--- config.mk ---
export PLATFORM = sky130hd
export DESIGN_NAME = seven_seg_scan_ctrl_flat
export DESIGN_NICKNAME = d
export VERILOG_FILES = /design/src/rtl/seven_seg_scan_if.sv /design/src/rtl/seven_seg_scan_ctrl.sv /design/src/flat_wrapper.sv
export SDC_FILE = /design/constraint.sdc
export NUM_CORES = 1
export LEC_CHECK = 0
export BUFFER_PORTS_ARGS = -buffer_cell sky130_fd_sc_hd__buf_2
export CAP_MARGIN = 0
export CORE_MARGIN = 4
export CORE_UTILIZATION = 58
export CTS_BUF_LIST = sky130_fd_sc_hd__clkbuf_8
export DETAILED_ROUTE_END_ITERATION = 8
export GPL_ROUTABILITY_DRIVEN = 0
export PLACE_DENSITY = 0.85
export SLEW_MARGIN = 20
export SYNTH_ARGS = -nofsm -noshare
export SYNTH_HDL_FRONTEND = slang
export SYNTH_SLANG_ARGS = --single-unit
--- constraint.sdc ---
create_clock -name clk -period 3.9 [get_ports clk]
set_clock_uncertainty 0.2 [all_clocks]
set_input_delay 0.39 -clock clk [delete_from_list [all_inputs] [get_ports clk]]
set_output_delay 0.39 -clock clk [all_outputs]
set_load 0.05 [all_outputs]
--- src/rtl/seven_seg_scan_if.sv ---
// seven_seg_scan_if
// Groups the display-value load port and the decoder/anode outputs of the
// seven-segment scan controller.
//   enable  : 1 = scan, 0 = anodes off and scanner idle
//   load    : single-cycle strobe capturing value/dp_in into the pending buffer
//   value   : display nibbles, digit i = value[4i+3:4i], digit 0 rightmost
//   dp_in   : decimal-point flags, bit i -> digit i
//   lzb     : leading-zero blanking enable
//   hex     : nibble to the shared decoder
//   dp      : decimal-point flag to the decoder (1 = dot on)
//   anode   : active-low digit enables
//   pending : pending buffer holds a value not yet displayed
interface seven_seg_scan_if #(
    parameter int NUM_DIGITS = 4
) ();
    logic                      enable;
    logic                      load;
    logic [4*NUM_DIGITS-1:0]   value;
    logic [NUM_DIGITS-1:0]     dp_in;
    logic                      lzb;
    logic [3:0]                hex;
    logic                      dp;
    logic [NUM_DIGITS-1:0]     anode;
    logic                      pending;

    modport master (
        output enable, load, value, dp_in, lzb,
        input  hex, dp, anode, pending
    );

    modport slave (
        input  enable, load, value, dp_in, lzb,
        output hex, dp, anode, pending
    );
endinterface

--- src/rtl/seven_seg_scan_ctrl.sv ---
// seven_seg_scan_ctrl
// Time-multiplexed scan controller for a bank of common-anode digits sharing
// one hex-to-7-segment decoder. Holds a double-buffered display word, steps
// through the digits one slot of REFRESH_DIV cycles at a time, and blanks all
// anodes for BLANK_CYCLES at the start of each slot to suppress ghosting.
// New values are only moved into the display buffer at the start of a frame,
// so a frame never mixes old and new digits.
//   clk : system clock, rising edge
//   rst : asynchronous active-high reset
//   bus : seven_seg_scan_if slave (enable/load/value/dp_in/lzb in,
//         hex/dp/anode/pending out)
//
// state  | meaning
// IDLE   | scanner stopped, all anodes off, index/slot counter at 0
// BLANK  | start of a slot, anodes off, hex/dp already show the digit
// SHOW   | current digit's anode driven low (unless leading-zero blanked)
module seven_seg_scan_ctrl #(
    parameter int NUM_DIGITS   = 4,
    parameter int REFRESH_DIV  = 50000,
    parameter int BLANK_CYCLES = 2
) (
    input  logic             clk,
    input  logic             rst,
    seven_seg_scan_if.slave  bus
);
    localparam int IW = (NUM_DIGITS > 1) ? $clog2(NUM_DIGITS) : 1;
    localparam int CW = (REFRESH_DIV > 1) ? $clog2(REFRESH_DIV) : 1;
    localparam logic [CW-1:0] BLANK_LAST = CW'(BLANK_CYCLES - 1);
    localparam logic [CW-1:0] SLOT_LAST  = CW'(REFRESH_DIV - 1);
    localparam logic [IW-1:0] IDX_LAST   = IW'(NUM_DIGITS - 1);

    typedef enum logic [1:0] {S_IDLE, S_BLANK, S_SHOW} state_t;

    state_t                  state_q, state_d;
    logic [CW-1:0]           cnt_q, cnt_d;
    logic [IW-1:0]           idx_q, idx_d;
    logic [4*NUM_DIGITS-1:0] pend_val_q, pend_val_d;
    logic [4*NUM_DIGITS-1:0] disp_val_q, disp_val_d;
    logic [NUM_DIGITS-1:0]   pend_dp_q, pend_dp_d;
    logic [NUM_DIGITS-1:0]   disp_dp_q, disp_dp_d;
    logic                    pending_q, pending_d;
    logic [3:0]              hex_q, hex_d;
    logic                    dp_q, dp_d;
    logic [NUM_DIGITS-1:0]   anode_q, anode_d;
    logic                    frame_start;

    always_ff @(posedge clk or posedge rst) begin
        if (rst) begin
            state_q <= S_IDLE;
            cnt_q   <= '0;
            idx_q   <= '0;
        end else begin
            state_q <= state_d;
            cnt_q   <= cnt_d;
            idx_q   <= idx_d;
        end
    end

    always_comb begin
        state_d = state_q;
        cnt_d   = cnt_q;
        idx_d   = idx_q;
        if (!bus.enable) begin
            state_d = S_IDLE;
            cnt_d   = '0;
            idx_d   = '0;
        end else begin
            case (state_q)
                S_IDLE: begin
                    state_d = S_BLANK;
                    cnt_d   = '0;
                    idx_d   = '0;
                end
                S_BLANK: begin
                    cnt_d = cnt_q + CW'(1);
                    if (cnt_q == BLANK_LAST) begin
                        state_d = S_SHOW;
                    end
                end
                S_SHOW: begin
                    if (cnt_q == SLOT_LAST) begin
                        state_d = S_BLANK;
                        cnt_d   = '0;
                        idx_d   = (idx_q == IDX_LAST) ? '0 : idx_q + IW'(1);
                    end else begin
                        cnt_d = cnt_q + CW'(1);
                    end
                end
                default: begin
                    state_d = S_IDLE;
                    cnt_d   = '0;
                    idx_d   = '0;
                end
            endcase
        end
    end

    // Entry into BLANK with index 0: either starting up or wrapping the frame.
    assign frame_start = bus.enable &&
                         ((state_q == S_IDLE) ||
                          (state_q == S_SHOW && cnt_q == SLOT_LAST && idx_q == IDX_LAST));

    // Transfer uses the old pending contents; a coincident load then refills
    // pending, so it wins the pending flag.
    always_comb begin
        pend_val_d = pend_val_q;
        pend_dp_d  = pend_dp_q;
        disp_val_d = disp_val_q;
        disp_dp_d  = disp_dp_q;
        pending_d  = pending_q;
        if (frame_start && pending_q) begin
            disp_val_d = pend_val_q;
            disp_dp_d  = pend_dp_q;
            pending_d  = 1'b0;
        end
        if (bus.load) begin
            pend_val_d = bus.value;
            pend_dp_d  = bus.dp_in;
            pending_d  = 1'b1;
        end
    end

    // Outputs are decoded from next-state values so the registered outputs
    // line up with the state they describe.
    always_comb begin
        logic                  zero_run;
        logic [NUM_DIGITS-1:0] suppress;
        zero_run = 1'b1;
        suppress = '0;
        hex_d    = '0;
        dp_d     = 1'b0;
        anode_d  = '1;
        for (int i = NUM_DIGITS - 1; i >= 0; i--) begin
            zero_run    = zero_run && (disp_val_d[4*i +: 4] == 4'h0);
            suppress[i] = zero_run && !disp_dp_d[i] && (i != 0);
        end
        for (int i = 0; i < NUM_DIGITS; i++) begin
            if (idx_d == IW'(i)) begin
                hex_d = disp_val_d[4*i +: 4];
                dp_d  = disp_dp_d[i];
                if (state_d == S_SHOW && !(bus.lzb && suppress[i])) begin
                    anode_d[i] = 1'b0;
                end
            end
        end
    end

    always_ff @(posedge clk or posedge rst) begin
        if (rst) begin
            pend_val_q <= '0;
            pend_dp_q  <= '0;
            disp_val_q <= '0;
            disp_dp_q  <= '0;
            pending_q  <= 1'b0;
            hex_q      <= '0;
            dp_q       <= 1'b0;
            anode_q    <= '1;
        end else begin
            pend_val_q <= pend_val_d;
            pend_dp_q  <= pend_dp_d;
            disp_val_q <= disp_val_d;
            disp_dp_q  <= disp_dp_d;
            pending_q  <= pending_d;
            hex_q      <= hex_d;
            dp_q       <= dp_d;
            anode_q    <= anode_d;
        end
    end

    assign bus.hex     = hex_q;
    assign bus.dp      = dp_q;
    assign bus.anode   = anode_q;
    assign bus.pending = pending_q;
endmodule

--- src/flat_wrapper.sv ---
// flat-port wrapper written by rule: the top's interface ports become plain ports
module seven_seg_scan_ctrl_flat 
#(
    parameter int NUM_DIGITS   = 4,
    parameter int REFRESH_DIV  = 50000,
    parameter int BLANK_CYCLES = 2
)
  (clk, rst, bus_enable, bus_load, bus_value, bus_dp_in, bus_lzb, bus_hex, bus_dp, bus_anode, bus_pending);
  seven_seg_scan_if #(.NUM_DIGITS(NUM_DIGITS)) bus_i ();
  input  logic clk;
  input  logic rst;
  input wire logic [$bits(bus_i.enable)-1:0] bus_enable;
  input wire logic [$bits(bus_i.load)-1:0] bus_load;
  input wire logic [$bits(bus_i.value)-1:0] bus_value;
  input wire logic [$bits(bus_i.dp_in)-1:0] bus_dp_in;
  input wire logic [$bits(bus_i.lzb)-1:0] bus_lzb;
  output wire logic [$bits(bus_i.hex)-1:0] bus_hex;
  output wire logic [$bits(bus_i.dp)-1:0] bus_dp;
  output wire logic [$bits(bus_i.anode)-1:0] bus_anode;
  output wire logic [$bits(bus_i.pending)-1:0] bus_pending;
  assign bus_i.enable = bus_enable;
  assign bus_i.load = bus_load;
  assign bus_i.value = bus_value;
  assign bus_i.dp_in = bus_dp_in;
  assign bus_i.lzb = bus_lzb;
  assign bus_hex = bus_i.hex;
  assign bus_dp = bus_i.dp;
  assign bus_anode = bus_i.anode;
  assign bus_pending = bus_i.pending;
  seven_seg_scan_ctrl #(.NUM_DIGITS(NUM_DIGITS), .REFRESH_DIV(REFRESH_DIV), .BLANK_CYCLES(BLANK_CYCLES)) u_core (.clk(clk), .rst(rst), .bus(bus_i));
endmodule
==> run summary <==
Status -> finished clean
Post-synth top cells -> dfrtp_1, mux2_2, nor2_1
Synth Cell Area -> 3190 um2
Worst rel slew slack -> 43.8%
HP Class -> in -> async
WS Path Type -> reg -> reg
Hpwl dp -> 4.20 mm
R2r startpoint -> u_core.cnt_q[11]$_DFF_PP0_
Worst-margin pin slew -> 0.842 ns
Aggregate routed wire length -> 6.05 mm
Root cell of the clock tree -> clkbuf_8
Clk pin slew, worst setup/hold paths -> 0.08 ns
Clock sinks -> 70
Final Hold Viols -> 0
DR iter-0 viols -> 131
PostCTS Resize Cnt -> 0
CP Launch Point -> u_core.cnt_q[11]$_DFF_PP0_
Register-to-Register Path Depth -> 7
Switching Power -> 0.000478 W
Cell accounting for the most synthesized area -> dfrtp_1
F_max -> 0.318 GHz
RSZ-0062 raised after global routing -> no
Cts hold-fix bufs -> 0
Type of origin of the critical path -> flip-flop
Gr usage total -> 20.2%
Post-Synthesis Cells -> 257
Synth warn -> 0
Share of cells above drive strength 1 -> 32.3%
Die footprint -> 6750 um2
CP required -> 3.92 ns
Top cell type's share of synthesized area -> 51.8%
Sw frac -> 27.9%
CTS max path bufs -> 2
Post-synth EDFFs -> 0
Logic pwr share -> 15.4%
Initial antenna violation count -> 0
Vias per cell -> 5.65
Via count -> 2107
I/O pin count -> 35
Finish-stage setup viols -> 0
Worst Setup End Kind -> flip-flop
Post-Syn Area per Cell -> 12.4 um2
TritonCTS clock tree -> yes
Number of distinct library cells after synthesis -> 43
Crit share post-route -> 80.6%
Core area -> 5200 um2
P_int -> 0.00123 W
Gr ovfl total -> 0
# port buffers -> 34
Sequential power share -> 50.6%
Post-layout min period -> 3.14 ns
Leakage Power -> 1.60 nW
Worst Path Arrival -> 3.16 ns
Post-CTS setup buffers -> 0
Number of global-route vias before repair -> 2047
First-pass GRT wire length -> 9.97 mm
Htree depth -> 3
Slowest-stage cell, CP -> or4_4
CP max stage delay -> 0.61 ns
Final Slew Violations -> 0
Register bit total from synthesis -> 70
Clock network power share -> 34.0%
Drt wl/cell -> 16.2 um
Reg-to-reg critical path endpoint -> u_core.bus.dp$_DFF_PP0_
FP Rows -> 26
Synthesized net count -> 289
Worst-path maximum fanout -> 25
Final #Nets -> 330
Die X -> 82.2 um
Synth area leaders -> dfrtp_1, mux2_2, mux2i_1, dfstp_2, ha_1
Power per cell area -> 472 nW/um2
CTS Buf Count -> 9
Worst R2R Setup Slack -> 0.76 ns
Layout area overhead -> 13.7%
Post-Route Setup TNS -> 0 ns
Initial Utilization -> 61.3%
Final Total Pwr -> 0.00171 W
Dominant cell by count in the synthesized netlist -> dfrtp_1
DRC viols -> 0
Latest clock arrival within the worst-skew pair -> 0.34 ns
ANT nets after route -> 0
Main synth FF type -> dfrtp_1
Peak VDD IR -> 0.000330 V
Ys async rst share -> 100%
Sequential area share after synthesis -> 55.1%
Critical-path cell list -> or4_4 -> or4_4 -> o21ai_4 -> buf_4 -> mux2i_1 -> mux2i_1 -> mux2_1
Number of max-cap violations -> 0
Die Ht -> 82.2 um
DR pass1 iterations -> 4
Largest net degree at the start of global routing -> 42
Ant diodes -> 0
## flip-flops by register name, indices dropped and copies added (netlist names)
register,cells
u_core.bus.dp,1
u_core.disp_val_q,16
u_core.disp_dp_q,4
u_core.state_q,2
u_core.idx_q,2
u_core.bus.anode,4
u_core.pend_val_q,16
u_core.bus.hex,4
u_core.bus.pending,1
u_core.pend_dp_q,4
u_core.cnt_q,16
## kinds of logic after synthesis
| logic type | Yosys count | share of synthesized area (%) |
|---|---|---|
| compound gates | 20 | 5.34 |
| mux | 51 | 17.5 |
| xor+xnor | 14 | 3.84 |
| flops | 70 | 55.1 |
| fa+ha+maj | 7 | 2.75 |
| buf+inv | 17 | 2.55 |
| simple gates | 78 | 13.0 |
## cell usage in the layout (no fill, tap or decap), types with 3 or more instances in the layout
cell,instances
inv_1,9
nand2_1,9
and2_1,3
dfstp_2,4
or4_1,3
dfrtp_1,66
xnor2_1,8
ha_1,7
nor4_1,5
o2111ai_1,3
nor2_1,23
buf_2,34
nand3_1,12
nand4_1,3
mux2i_1,14
nor3_1,4
mux2_2,34
a31oi_1,4
and3_1,8
xor2_1,6
mux2_1,3
clkbuf_8,10
## power groups by stage
stage | registers [W] | logic, W | clock network [W]
floorplan | 0.000913 | 0.000148 | 0
global placement | 0.000875 | 0.000257 | 0
detailed placement | 0.000876 | 0.000263 | 0
CTS | 0.000866 | 0.000265 | 0.000596
global route | 0.000878 | 0.000287 | 0.000627
finish | 0.000867 | 0.000264 | 0.000581
## cell type report
class	count	area (um2)
sequential	70	1760
clock inverter	6	62.6
inverter	11	46.3
timing repair buffer	36	185
tap	70	87.6
fill	374	1580
clock buffer	10	138
multi-input combinational	170	1350
## per-stage QoR
stage | area, um2 | setup WS, ns | std cells | hold WS (ns) | util (%)
final | 3630 | 0.755 | 373 | 0.0203 | 69.7
after detailed placement | 3430 | 0.788 | 357 | 0.289 | 65.8
after global placement | 3430 | 0.851 | 357 | 0.277 | 65.8
after floorplan | 3190 | 0.840 | 257 | 0.246 | -
after global routing | 3630 | 0.638 | 373 | 0.0567 | 69.7
after CTS | 3630 | 0.777 | 373 | 0.0304 | 69.7
## how the worst max path moves through the flow
stage                                              to  slack (ns)  depth (start not counted)
final                         u_core.bus.dp$_DFF_PP0_        0.76                          7
after global routing          u_core.bus.dp$_DFF_PP0_        0.64                          7
after CTS                     u_core.bus.dp$_DFF_PP0_        0.78                          7
after detailed placement      u_core.bus.dp$_DFF_PP0_        0.79                          7
after global placement    u_core.bus.hex[0]$_DFF_PP0_        0.85                          7
after floorplan               u_core.bus.dp$_DFF_PP0_        0.84                          7
## routing by layer
layer / track usage [%] / share of wire, %
met1: 29.1 / 47
met2: 28.5 / 45
met3: 4.99 / 6.0
met4: 9.63 / 1.9
met5: 0 / 0
## critical path: cells and delay by family (launching register included)
| kind | cells | cell delay (ns) |
|---|---|---|
| AND/OR/NAND/NOR | 2 | 1.15 |
| multiplexers | 3 | 0.76 |
| flip-flops | 1 | 0.43 |
| buffers and inverters | 1 | 0.32 |
| AO/OA/AOI/OAI | 1 | 0.16 |
Note: power is estimated with default switching activity, not from simulation.
